<file path="src/rtl/pc_sequencer_pkg.sv">
// Shared types and constants for the PC sequencer: FSM states, reset/trap
// addresses and the fetch watchdog sizing.
package pc_seq_pkg;
    typedef enum logic [1:0] {ST_IDLE, ST_FETCH, ST_STALL, ST_HALT} state_e;

    localparam logic [31:0] RESET_PC    = 32'h0000_0000;
    localparam logic [31:0] TRAP_VECTOR = 32'h0000_0080;
    localparam int          WD_W        = 4;
    localparam logic [WD_W-1:0] TIMEOUT_LIMIT = 4'd15;
endpackage

</file>
<file path="src/rtl/pc_sequencer_if.sv">
// Instruction-memory fetch handshake: the sequencer drives request/address,
// memory answers with a single-cycle ack for the presented address.
interface pc_sequencer_if;
    logic        ImemReq;
    logic [31:0] ImemAddr;
    logic        ImemAck;

    modport master (output ImemReq, output ImemAddr, input ImemAck);
    modport slave  (input ImemReq, input ImemAddr, output ImemAck);
endinterface

</file>
<file path="src/rtl/pc_next_mux.sv">
// Combinational next-PC select: Jump > BranchTaken > PC+4 (wrapping).
// MISALIGN_TRAP_EN: misaligned targets go to TRAP_VECTOR and raise trap;
// otherwise target bits [1:0] are cleared and trap stays 0.
module pc_next_mux
    import pc_seq_pkg::*;
(
    input  logic [31:0] pc,
    input  logic        jump,
    input  logic [31:0] jump_target,
    input  logic        branch_taken,
    input  logic [31:0] branch_target,
    output logic        redirect,
    output logic [31:0] next_pc,
    output logic        trap
);
    logic [31:0] target;
    logic [31:0] seq_pc;

    always_comb begin
        redirect = jump | branch_taken;
        target   = jump ? jump_target : branch_target;
        seq_pc   = pc + 32'd4;
        trap     = 1'b0;
`ifdef MISALIGN_TRAP_EN
        if (redirect && (target[1:0] != 2'b00)) begin
            trap   = 1'b1;
            target = TRAP_VECTOR;
        end
`else
        target[1:0] = 2'b00;
`endif
        next_pc = redirect ? target : seq_pc;
    end
endmodule

</file>
<file path="src/rtl/pc_sequencer.sv">
// Fetch-side PC sequencer: IDLE/FETCH/STALL/HALT FSM, PC register and fetch
// watchdog. Optional MISALIGN_TRAP_EN handling lives in pc_next_mux.
module pc_sequencer
    import pc_seq_pkg::*;
(
    input  logic        Clk,
    input  logic        Reset,
    input  logic        Start,
    input  logic        Halt,
    input  logic        Stall,
    input  logic        Jump,
    input  logic [31:0] JumpTarget,
    input  logic        BranchTaken,
    input  logic [31:0] BranchTarget,
    pc_sequencer_if.master imem,
    output logic [31:0] PC,
    output logic        FetchValid,
    output logic        Flush,
    output logic        Timeout,
    output logic        Trap
);
    state_e            state_q, state_d;
    logic [31:0]       pc_q, pc_d;
    logic [WD_W-1:0]   wd_q, wd_d;
    logic              imem_req_q, imem_req_d;
    logic              fetch_valid_q, fetch_valid_d;
    logic              flush_q, flush_d;
    logic              timeout_q, timeout_d;
    logic              trap_q, trap_d;

    logic              redirect;
    logic [31:0]       next_pc;
    logic              trap;

    pc_next_mux u_next (
        .pc            (pc_q),
        .jump          (Jump),
        .jump_target   (JumpTarget),
        .branch_taken  (BranchTaken),
        .branch_target (BranchTarget),
        .redirect      (redirect),
        .next_pc       (next_pc),
        .trap          (trap)
    );

    // Priority inside active states: Halt > redirect > Stall > ack > watchdog.
    always_comb begin
        state_d       = state_q;
        pc_d          = pc_q;
        wd_d          = '0;
        fetch_valid_d = 1'b0;
        flush_d       = 1'b0;
        trap_d        = 1'b0;
        timeout_d     = timeout_q;
        case (state_q)
            ST_IDLE: if (Start) state_d = ST_FETCH;
            ST_FETCH: begin
                if (Halt) begin
                    state_d = ST_HALT;
                end else if (redirect) begin
                    pc_d    = next_pc;
                    flush_d = 1'b1;
                    trap_d  = trap;
                end else if (Stall) begin
                    state_d = ST_STALL;
                end else if (imem.ImemAck) begin
                    pc_d          = next_pc;
                    fetch_valid_d = 1'b1;
                end else begin
                    wd_d = wd_q + WD_W'(1);
                    if (wd_d == TIMEOUT_LIMIT) begin
                        timeout_d = 1'b1;
                        state_d   = ST_HALT;
                    end
                end
            end
            ST_STALL: begin
                if (Halt) begin
                    state_d = ST_HALT;
                end else if (redirect) begin
                    pc_d    = next_pc;
                    flush_d = 1'b1;
                    trap_d  = trap;
                    state_d = ST_FETCH;
                end else if (!Stall) begin
                    state_d = ST_FETCH;
                end
            end
            default: state_d = ST_HALT;
        endcase
        imem_req_d = (state_d == ST_FETCH);
    end

    always_ff @(posedge Clk) begin
        if (!Reset) begin
            state_q       <= ST_IDLE;
            pc_q          <= RESET_PC;
            wd_q          <= '0;
            imem_req_q    <= 1'b0;
            fetch_valid_q <= 1'b0;
            flush_q       <= 1'b0;
            timeout_q     <= 1'b0;
            trap_q        <= 1'b0;
        end else begin
            state_q       <= state_d;
            pc_q          <= pc_d;
            wd_q          <= wd_d;
            imem_req_q    <= imem_req_d;
            fetch_valid_q <= fetch_valid_d;
            flush_q       <= flush_d;
            timeout_q     <= timeout_d;
            trap_q        <= trap_d;
        end
    end

    assign imem.ImemReq  = imem_req_q;
    assign imem.ImemAddr = pc_q;
    assign PC            = pc_q;
    assign FetchValid    = fetch_valid_q;
    assign Flush         = flush_q;
    assign Timeout       = timeout_q;
    assign Trap          = trap_q;
endmodule

</file>
<file path="src/flat_wrapper.sv">
// flat-port wrapper written by rule: the top's interface ports become plain ports
module pc_sequencer_flat import pc_seq_pkg::*;
  (Clk, Reset, Start, Halt, Stall, Jump, JumpTarget, BranchTaken, BranchTarget, PC, FetchValid, Flush, Timeout, Trap, imem_ImemReq, imem_ImemAddr, imem_ImemAck);
  pc_sequencer_if imem_i ();
  input  logic Clk;
  input  logic Reset;
  input  logic Start;
  input  logic Halt;
  input  logic Stall;
  input  logic Jump;
  input  logic [31:0] JumpTarget;
  input  logic BranchTaken;
  input  logic [31:0] BranchTarget;
  output logic [31:0] PC;
  output logic FetchValid;
  output logic Flush;
  output logic Timeout;
  output logic Trap;
  output wire logic [$bits(imem_i.ImemReq)-1:0] imem_ImemReq;
  output wire logic [$bits(imem_i.ImemAddr)-1:0] imem_ImemAddr;
  input wire logic [$bits(imem_i.ImemAck)-1:0] imem_ImemAck;
  assign imem_ImemReq = imem_i.ImemReq;
  assign imem_ImemAddr = imem_i.ImemAddr;
  assign imem_i.ImemAck = imem_ImemAck;
  pc_sequencer u_core (.Clk(Clk), .Reset(Reset), .Start(Start), .Halt(Halt), .Stall(Stall), .Jump(Jump), .JumpTarget(JumpTarget), .BranchTaken(BranchTaken), .BranchTarget(BranchTarget), .imem(imem_i), .PC(PC), .FetchValid(FetchValid), .Flush(Flush), .Timeout(Timeout), .Trap(Trap));
endmodule
</file>
<file path="config.mk">
export PLATFORM = sky130hd
export DESIGN_NAME = pc_sequencer_flat
export DESIGN_NICKNAME = d
export VERILOG_FILES = /design/src/rtl/pc_sequencer_pkg.sv /design/src/rtl/pc_sequencer_if.sv /design/src/rtl/pc_next_mux.sv /design/src/rtl/pc_sequencer.sv /design/src/flat_wrapper.sv
export SDC_FILE = /design/constraint.sdc
export NUM_CORES = 1
export LEC_CHECK = 0
export ABC_CLOCK_PERIOD_IN_PS = 2300
export CAP_MARGIN = 20
export CORE_MARGIN = 8
export CORE_UTILIZATION = 40
export CTS_BUF_LIST = sky130_fd_sc_hd__clkbuf_4 sky130_fd_sc_hd__clkbuf_8
export DETAILED_ROUTE_END_ITERATION = 10
export PLACE_DENSITY_LB_ADDON = 0.25
export SYNTH_ARGS = -nofsm -noshare
export SYNTH_HDL_FRONTEND = slang
export SYNTH_HIERARCHICAL = 1
export SYNTH_SLANG_ARGS = --single-unit
</file>
<file path="constraint.sdc">
create_clock -name Clk -period 2.3 [get_ports Clk]
set_input_delay 0.345 -clock Clk [delete_from_list [all_inputs] [get_ports Clk]]
set_output_delay 0.345 -clock Clk [all_outputs]
set_load 0.01 [all_outputs]
</file>
[Word-level counts from Yosys, hierarchy flattened]
Index checks and enable logic that the tools add are counted.
Storage, ports and cells
  flip-flop bits (word level): 42
  latch bits: 0
  bits in writable memories: 0
  bits in read-only memories: 0
  input bits: 72
  memories kept: 0
Operators by class
  add/subtract/negate cells: 2
  $mul: 0
  divide/modulo/power cells: 0
  order comparisons: 0
  equal/unequal tests: 9
  shifts and indexed selects: 0
  mux-type cells: 21
  bitwise operators: 8
  reduce and logical (&&, ||, !) cells: 8
Operators by type and width (number)
  two-way mux 32 bit: 8
  one-hot mux 32 bit (2 select lines): 1
  adder 32 x 3 -> 32 bit, second input constant: 1
  two-way mux 2 bit: 9
  AND reduction 6 bit: 2
  NOT 1 bit: 7
  inequality test 3 x 2 -> 1 bit, second input constant: 2
  one-hot mux 2 bit (3 select lines): 1
  OR reduction 6 bit: 1
  OR reduction 5 bit: 1
  adder 4 x 1 -> 4 bit, second input constant: 1
  equality test 2 x 1 -> 1 bit, second input constant: 2
  equality test 4 bit, second input constant: 1
  inequality test 2 bit, second input constant: 2
  OR reduction 3 bit: 1
  equality test 2 bit, second input constant: 1
  zero test 2 bit: 1
  two-way mux 1 bit: 2
  inequality test 2 x 1 -> 1 bit, second input constant: 1
  nonzero test 2 bit: 1
  OR reduction 2 bit: 1
  bitwise OR 1 bit: 1

[Depth between registers and ports, before layout]
Gate-level depths: netlist (run 1).
  depth in word-level cells: 9
  depth in mapped cells: 9
  depth with buffers taken out: 8

[Hierarchy]
The synthesis (run 1) kept the hierarchy.
Modules (own cells, without submodules)
  pc_sequencer: instances 1, cells an instance 201, area each 1969.4 um^2, seq. area each 860.8 um^2
  pc_next_mux: instances 1, cells an instance 193, area each 1242.4 um^2, seq. area each 0.0 um^2

[Least setup slack after synthesis (run 1)]
Ideal clock, no wire load.
  kind: input -> register
  start: in BranchTaken
  end: reg u_core.imem_req_q, in the netlist u_core/imem.ImemReq
  library setup time: 112 ps
  arrival: 2246 ps
  setup slack: -58 ps
  cell stages on the path: 9
  buffers on the path: 3
  path through: clkbuf_1 > nor2_1 > clkbuf_1 > inv_1 > buf_6 > or3b_4 > nor4b_2 > a211oi_1 > a2111oi_1
On the way
  word-level cells in the longest chain between the ends: 5
  elaborated cells on any way between the ends: 7
Ends and longest elaborated chain
  from (decl): line flat_wrapper.sv:12  | input logic BranchTaken;
  bitwise OR 1 bit (*): line pc_next_mux.sv:20  | redirect = jump | branch_taken;
  via u_core.redirect: line pc_sequencer.sv:31  | logic redirect;
  two-way mux 2 bit, on equally long branches: line pc_sequencer.sv:80, pc_sequencer.sv:60
  two-way mux 2 bit, on equally long branches: line pc_sequencer.sv:78, pc_sequencer.sv:58
  one-hot mux 2 bit (3 select lines) (*): line pc_sequencer.sv:55  | case (state_q)
  equality test 2 x 1 -> 1 bit (*): line pc_sequencer.sv:91  | imem_req_d = (state_d == ST_FETCH);
  to (signal assigned): line pc_sequencer.sv:108  | imem_req_q <= imem_req_d;
  to (decl): line pc_sequencer.sv:25  | logic imem_req_q, imem_req_d;
The timed path passes the listed nets; every way through them passes the cells marked *.
A chain may end at the register's enable or synchronous reset.

[Final worst setup path (run 1)]
  start: reg u_core.pc_q[3], in the netlist u_core/PC[3]
  end: reg u_core.pc_q[12], in the netlist u_core/PC[12]
On the way
  word-level cells in the longest chain between the ends: 7
  elaborated cells on any way between the ends: 9
Ends and longest elaborated chain
  from (decl): line pc_sequencer.sv:23  | logic [31:0] pc_q, pc_d;
  from (signal assigned): line pc_sequencer.sv:106  | pc_q <= pc_d;
  adder 32 x 3 -> 32 bit (*): line pc_next_mux.sv:22  | seq_pc = pc + 32'd4;
  two-way mux 32 bit (*): line pc_next_mux.sv:32  | next_pc = redirect ? target : seq_pc;
  via u_core.next_pc[12]: line pc_sequencer.sv:32  | logic [31:0] next_pc;
  two-way mux 32 bit: line pc_sequencer.sv:66  | end else if (imem.ImemAck) begin
  two-way mux 32 bit: line pc_sequencer.sv:64  | end else if (Stall) begin
  two-way mux 32 bit: line pc_sequencer.sv:60  | end else if (redirect) begin
  two-way mux 32 bit: line pc_sequencer.sv:58  | if (Halt) begin
  one-hot mux 32 bit (2 select lines) (*): line pc_sequencer.sv:55
The timed path passes the listed nets; every way through them passes the cells marked *. The select of a mux whose other input is x is not followed.

==> Flow_metrics.wiki, run 1 <==
{| class="wikitable"
! Metric !! Value
|-
| Clock tree from TritonCTS || built
|-
| Global-route total usage across every layer || between 10% and 20%
|-
| Setup slack on the worst flop-to-flop path || between 0.2 and 0.3 ns
|-
| Via count of the first global-routing pass || 3154
|-
| Areal power density over the cells || 448 nW/um^2
|-
| Width of the die || roughly 110 um
|-
| Synthesized flop and latch total || 43
|-
| Setup repair after global routing missed its margin || no
|-
| Sum Neg Setup Slack || 0 ns
|-
| Final period util || 87.3%
|-
| Latest clock arrival within the worst-skew pair || 0.30 ns
|-
| Sequential cell area fraction in the yosys report || 26.8%
|-
| Hold slack final || 0.470 ns
|-
| Detailed-route wire length || about 9400 um
|-
| Number of non-filler instances in the completed layout || 597
|-
| Minimum clock period || 2.01 ns
|-
| CTS clk-pin slew, worst paths || ~0.09 ns
|-
| Hold crit path type || reg2reg
|-
| CTS max path bufs || 2
|-
| Number of H-tree branching levels || 2
|-
| Clock buffers created by TritonCTS || 5
|-
| Sum of net half-perimeters after detailed placement || 7120 um
|-
| Result of the run || finished clean
|-
| Total Nets Final || 574
|-
| Leakage || 1.90 nW
|-
| Dominant synthesized flop cell || sky130_fd_sc_hd__dfxtp_1
|-
| Area overhead of the layout relative to synthesis || 42.7%
|-
| Grt total ovfl || 0
|-
| Number of fill cells in the layout || 711
|-
| Quantity of hold-fixing buffers added after cts || 0
|-
| Syn Nets || 473
|-
| Number of port buffers || 136
|-
| Maxcap violations || 0
|-
| Number of sinks on the clock net || 43
|-
| Maximum number of pins on one net before global-route repair || 58
|-
| Netlist cell types || 53
|-
| Crit path kind || reg2reg
|-
| Overall die area || about 11000 sq um
|-
| Element type at the critical path start || register
|-
| Number of antenna-violating nets in the routed design || 0
|-
| Top-Level Pins || 141
|-
| Number of hold-slack violations in the final timing report || 0
|-
| Worst-case clock skew || 0.0135 ns
|-
| Highest clock rate || 0.498 GHz
|-
| Antenna violations before repair || 0
|-
| Initial Util || 41.3%
|-
| Peak supply drop || 0.297 mV
|-
| Diode insertion count for antenna repair || 0
|-
| Mapped Area || between 3000 and 4000 sq um
|-
| Final setup violation count || 0
|-
| Mean instance size in the synthesized netlist || 8.15 sq um
|-
| Count of cells resized by post-cts repair || 0
|-
| Wire length of the first global-routing pass || 15600 um
|-
| Yosys Warn Count || 6
|-
| Worst endpoint required time || 2.53 ns
|-
| Number of enable flip-flop cells after synthesis || 0
|-
| Number of max-slew violations in the final report || 0
|-
| Number of DRC markers in iteration 0 || 74
|-
| Detailed Routing Iterations Pass 1 || 6
|-
| Worst slew margin || 61.9%
|-
| Final RePlAce weighted congestion || 0.792
|-
| Vert. Die Dim || 106 um
|-
| Commonest non-fill, non-tap cell in the layout || sky130_fd_sc_hd__clkdlybuf4s50_1
|-
| Via total after detailed routing || 3101
|-
| Fraction of layout cells with a size suffix above 1 || 7.68%
|-
| Post-Synthesis Cells || 394
|-
| # DRC || 0
|-
| Actual slew at the worst max-slew pin || around 0.57 ns
|-
| Number of vias per cell || between 5 and 6
|-
| Core outline area || 7770 sq um
|-
| Crit-path max FO || 6
|-
| Worst setup EP type || register
|-
| Routed wire per std cell || 15.8 um
|-
| Placed cell count || just under 600
|-
| Post-placement cell area || 4480 sq um
|-
| Post CTS Setup Buffer Count || 0
|-
| Arr. time, crit path || 2.24 ns
|-
| Post-route cell area || between 4000 and 5000 sq um
|-
| Clock root buffer master || sky130_fd_sc_hd__clkbuf_8
|-
| Number of placement rows || 32
|-
| Commonest cells after routing, fill and taps aside || 135 x sky130_fd_sc_hd__clkdlybuf4s50_1, 48 x sky130_fd_sc_hd__nor2_1, 43 x sky130_fd_sc_hd__dfxtp_1
|-
| Fraction of registers with async set/reset || 0%
|}
-- path summary, 6_finish.rpt --
kind | start | end | depth (start not counted)
max | u_core/PC[3] | u_core/PC[12] | 9
min | u_core/Timeout | u_core/Timeout | 1
max reg2reg | u_core/PC[3] | u_core/PC[12] | 9
min reg2reg | u_core/Timeout | u_core/Timeout | 1
-- cells in the mapped netlist, types with 2 or more instances --
master	count	area, sq um
sky130_fd_sc_hd__buf_2	4	20.0
sky130_fd_sc_hd__mux2i_1	39	390
sky130_fd_sc_hd__xnor2_1	9	78.8
sky130_fd_sc_hd__and4_1	2	17.5
sky130_fd_sc_hd__nand2_1	23	86.3
sky130_fd_sc_hd__nand2b_1	3	18.8
sky130_fd_sc_hd__nor3_4	2	32.5
sky130_fd_sc_hd__nor3_1	3	15.0
sky130_fd_sc_hd__nand3_1	13	65.1
sky130_fd_sc_hd__nand3_2	2	20.0
sky130_fd_sc_hd__o221ai_1	3	26.3
sky130_fd_sc_hd__a211oi_1	13	97.6
sky130_fd_sc_hd__mux2_2	3	33.8
sky130_fd_sc_hd__nor2_1	49	184
sky130_fd_sc_hd__and2_1	4	25.0
sky130_fd_sc_hd__nor2b_1	13	81.3
sky130_fd_sc_hd__nor4_1	2	12.5
sky130_fd_sc_hd__nor3b_1	3	22.5
sky130_fd_sc_hd__nor4b_1	3	26.3
sky130_fd_sc_hd__buf_4	33	248
sky130_fd_sc_hd__inv_1	12	45.0
sky130_fd_sc_hd__clkbuf_1	13	48.8
sky130_fd_sc_hd__nand4_1	10	62.6
sky130_fd_sc_hd__buf_1	2	7.51
sky130_fd_sc_hd__o21ai_0	12	60.1
sky130_fd_sc_hd__dfxtp_1	43	861
sky130_fd_sc_hd__and3_1	4	25.0
sky130_fd_sc_hd__a21oi_1	22	110
sky130_fd_sc_hd__xor2_1	20	175
sky130_fd_sc_hd__ha_1	7	87.6
-- per-stage QoR --
stage	worst slack [ns]	total power, mW	util, %
floorplan	0.0759	1.19	-
global placement	0.0990	1.46	57.6
detailed placement	0.0162	1.47	57.6
CTS	0.265	2.07	59.0
global route	0.0841	2.16	59.0
finish	0.292	2.05	59.0
-- state kept, by name, summed over array words and instances, names as in the netlist --
| name | cells |
|---|---|
| u_core/PC | 32 |
| u_core/Flush | 1 |
| u_core/Trap | 1 |
| u_core/imem.ImemReq | 1 |
| u_core/FetchValid | 1 |
| u_core/Timeout | 1 |
| u_core/state_q | 2 |
| u_core/wd_q | 4 |
-- critical path, cell delays in order (launching register included) --
cell and delay [ns]:
sky130_fd_sc_hd__dfxtp_1 0.44, sky130_fd_sc_hd__ha_1 0.26, sky130_fd_sc_hd__nand3_2 0.16, sky130_fd_sc_hd__buf_4 0.20, sky130_fd_sc_hd__nor2_1 0.18, sky130_fd_sc_hd__and3_1 0.21, sky130_fd_sc_hd__xnor2_1 0.08, sky130_fd_sc_hd__a221oi_2 0.25
sky130_fd_sc_hd__mux2i_1 0.10, sky130_fd_sc_hd__nor2_1 0.08
-- routing by layer --
layer  vias up  GRT usage [%]  part of all wire [%]
met5         -              0                     0
met4         0           3.62                  0.84
met3         4           5.30                   7.2
met2       104           28.9                    48
met1      1458           19.5                    43
li1       1535              -                     -
-- cells by family (layout without fill, tap and decap cells) --
group | Yosys count | after routing | synth area share, %
muxes | 42 | 42 | 13.2
DFF | 43 | 43 | 26.8
adders and majority gates | 7 | 7 | 2.73
other | 1 | 1 | 0.117
xor gates and xnor gates | 29 | 29 | 7.91
AOI/OAI and AO/OA | 60 | 60 | 12.1
and+or+nand+nor | 146 | 146 | 25.2
buffers and inverters | 66 | 167 | 12.0
-- final cells by class --
type / count / area, sq um / share of cell area (%)
Multi-Input combinational cell: 285 / 1990 / 43.4
Timing Repair Buffer: 147 / 1450 / 31.7
Sequential cell: 43 / 861 / 18.8
Tap cell: 102 / 128 / 2.79
Clock buffer: 6 / 76.3 / 1.67
Inverter: 13 / 48.8 / 1.06
Clock inverter: 1 / 30.0 / 0.655
-- report_power, final --
part           total, mW  switching (mW)  internal (mW)  leakage [nW]
sequential         0.843          0.0594          0.784         0.349
clock              0.596           0.265          0.331        0.0547
combinational      0.612           0.260          0.352          1.50
(Power assumes the default switching activity.)
==> run 2: changes to the inputs <==
--- a/config.mk
+++ b/config.mk
@@ -12,6 +12,8 @@
 export CTS_BUF_LIST = sky130_fd_sc_hd__clkbuf_4 sky130_fd_sc_hd__clkbuf_8
 export DETAILED_ROUTE_END_ITERATION = 10
 export PLACE_DENSITY_LB_ADDON = 0.25
+export RECOVER_POWER = 25
+export SLEW_MARGIN = 20
 export SYNTH_ARGS = -nofsm -noshare
 export SYNTH_HDL_FRONTEND = slang
 export SYNTH_HIERARCHICAL = 1
==> run 2 against run 1 <==
Compared with the run above: hold slack worse by 0.0057 ns; die area unchanged; clock power hardly changed; sequential power about the same; final cell count did not move; utilization hardly changed; critical path depth decreased by 2; sequential share of layout area about the same; design area is essentially flat; critical endpoint is now u_core/imem.ImemReq; largest power group unchanged.
==> Flow_metrics.wiki, run 2 (synthesis results as in run 1) <==
{| class="wikitable"
! Metric !! Value
|-
| Result of the run || finished clean
|-
| Initial Util || 41.3% (unchanged)
|-
| Via total after detailed routing || 3121 (+0.64%)
|-
| Worst-case clock skew || 0.0137 ns (+0.000207 ns)
|-
| Commonest non-fill, non-tap cell in the layout || sky130_fd_sc_hd__clkdlybuf4s50_1
|-
| Number of placement rows || 32 (unchanged)
|-
| Overall die area || 11200 sq um (unchanged)
|-
| Crit path kind || in2reg
|-
| Footprint of the flip-flops and latches || 861 sq um (unchanged)
|-
| Fraction of layout cells with a size suffix above 1 || 7.47% (-0.20 points)
|-
| Highest clock rate || 0.484 GHz (-2.9%)
|-
| Global-route total usage across every layer || 16.6% (unchanged)
|-
| Core outline area || 7770 sq um (unchanged)
|-
| Actual slew at the worst max-slew pin || 0.571 ns (-0.000369 ns)
|-
| Routed wire per std cell || 15.8 um (about the same)
|-
| Via count of the first global-routing pass || 3154 (unchanged)
|-
| Leakage || 1.97 nW (+3.7%)
|-
| Post CTS Setup Buffer Count || 0 (unchanged)
|-
| Detailed-route wire length || 9430 um (about the same)
|-
| Number of fill cells in the layout || 712 (+0.14%)
|-
| Number of hold-slack violations in the final timing report || 0 (unchanged)
|-
| Diode insertion count for antenna repair || 0 (unchanged)
|-
| CTS max path bufs || 2 (unchanged)
|-
| Grt total ovfl || 0 (unchanged)
|-
| Maximum number of pins on one net before global-route repair || 58 (unchanged)
|-
| Arr. time, crit path || 2.24 ns (about the same)
|-
| Clock root buffer master || sky130_fd_sc_hd__clkbuf_8
|-
| Worst setup EP type || register
|-
| # DRC || 0 (unchanged)
|-
| Maxcap violations || 0 (unchanged)
|-
| Top-Level Pins || 141 (unchanged)
|-
| Antenna violations before repair || 0 (unchanged)
|-
| Number of sinks on the clock net || 43 (unchanged)
|-
| Number of DRC markers in iteration 0 || 74 (unchanged)
|-
| Worst slew margin || 61.9% (about the same)
|-
| Hold crit path type || reg2reg
|-
| Vert. Die Dim || 106 um (unchanged)
|-
| Count of cells resized by post-cts repair || 0 (unchanged)
|-
| Element type at the critical path start || input pin
|-
| Final period util || 89.9% (+2.6 points)
|-
| Clock tree from TritonCTS || built
|-
| Peak supply drop || 0.297 mV (about the same)
|-
| Minimum clock period || 2.07 ns (+0.0599 ns)
|-
| Detailed Routing Iterations Pass 1 || 4 (-2)
|-
| Worst endpoint required time || 2.47 ns (-0.06 ns)
|-
| Width of the die || 106 um (unchanged)
|-
| Final RePlAce weighted congestion || 0.792 (unchanged)
|-
| Wire length of the first global-routing pass || 15600 um (unchanged)
|-
| Areal power density over the cells || 446 nW/um^2 (-0.31%)
|-
| Final setup violation count || 0 (unchanged)
|-
| Total power draw || 2.04 mW (-0.37%)
|-
| Number of antenna-violating nets in the routed design || 0 (unchanged)
|-
| Number of H-tree branching levels || 2 (unchanged)
|-
| Sum Neg Setup Slack || 0 ns (unchanged)
|-
| Latest clock arrival within the worst-skew pair || 0.30 ns (about the same)
|-
| Number of max-slew violations in the final report || 0 (unchanged)
|-
| Area used by multi-input combinational logic || 1980 sq um (-0.13%)
|-
| Commonest cells after routing, fill and taps aside || 114 x sky130_fd_sc_hd__clkdlybuf4s50_1, 49 x sky130_fd_sc_hd__nor2_1, 43 x sky130_fd_sc_hd__dfxtp_1
|-
| Number of flip-flops in the largest register || 32 (unchanged)
|-
| Quantity of hold-fixing buffers added after cts || 0 (unchanged)
|-
| Number of vias per cell || 5.23 (+0.64%)
|-
| Sum of net half-perimeters after detailed placement || 7120 um (unchanged)
|-
| Setup repair after global routing missed its margin || no
|-
| CTS clk-pin slew, worst paths || 0.09 ns (about the same)
|-
| Crit-path max FO || 2 (-4)
|-
| Clock buffers created by TritonCTS || 5 (unchanged)
|-
| Total Nets Final || 574 (unchanged)
|-
| Number of port buffers || 136 (unchanged)
|-
| Area overhead of the layout relative to synthesis || 42.6% (about the same)
|}
run 2: layout make-up:
class	instances	area share [%]
clock buffers	6	1.67
well taps	102	2.79
repair buffers	147	31.7
flip-flops and latches	43	18.8
inverters	13	1.07
multi-input cells	285	43.3
clock inverters	1	0.656
run 2: final timing paths:
path | start | end | slack [ns] | cells past startpoint
worst max-delay path | BranchTaken | u_core/imem.ImemReq | 0.23 | 7
worst min-delay path | u_core/Timeout | u_core/Timeout | 0.46 | 1
worst min register to register | u_core/Timeout | u_core/Timeout | 0.46 | 1
worst max register to register | u_core/PC[2] | u_core/PC[12] | 0.28 | 9
run 2: routing by layer:
| layer | global-route usage, % | vias up | wire, um |
|---|---|---|---|
| li1 | - | 1535 | - |
| met1 | 19.5 | 1450 | 4020 |
| met2 | 28.9 | 130 | 4570 |
| met3 | 5.30 | 6 | 756 |
| met4 | 3.62 | 0 | 82 |
| met5 | 0 | - | 0 |
run 2: report_power, final:
group,internal (mW),switching [mW],total [mW]
clock,0.331,0.266,0.596
combinational,0.345,0.260,0.605
sequential,0.784,0.0588,0.843
total,1.46,0.584,2.04
run 2: worst max-delay path, stage by stage:
cell and delay [ns]:
sky130_fd_sc_hd__clkdlybuf4s50_1 0.42, sky130_fd_sc_hd__nor2_1 0.21, sky130_fd_sc_hd__inv_1 0.09, sky130_fd_sc_hd__or3b_4 0.40, sky130_fd_sc_hd__nor4b_2 0.24, sky130_fd_sc_hd__a211oi_1 0.12, sky130_fd_sc_hd__a2111oi_1 0.40
run 2: stage by stage:
step                setup WS [ns]  utilization (%)  instance area [sq um]  instances  hold WS [ns]
floorplan                  0.0759                -                   3210        394         0.430
global placement           0.0990             57.6                   4480        590         0.443
detailed placement         0.0162             57.6                   4480        590         0.454
CTS                         0.265             59.0                   4580        597         0.474
global route               0.0841             59.0                   4580        597         0.480
finish                      0.233             59.0                   4580        597         0.464
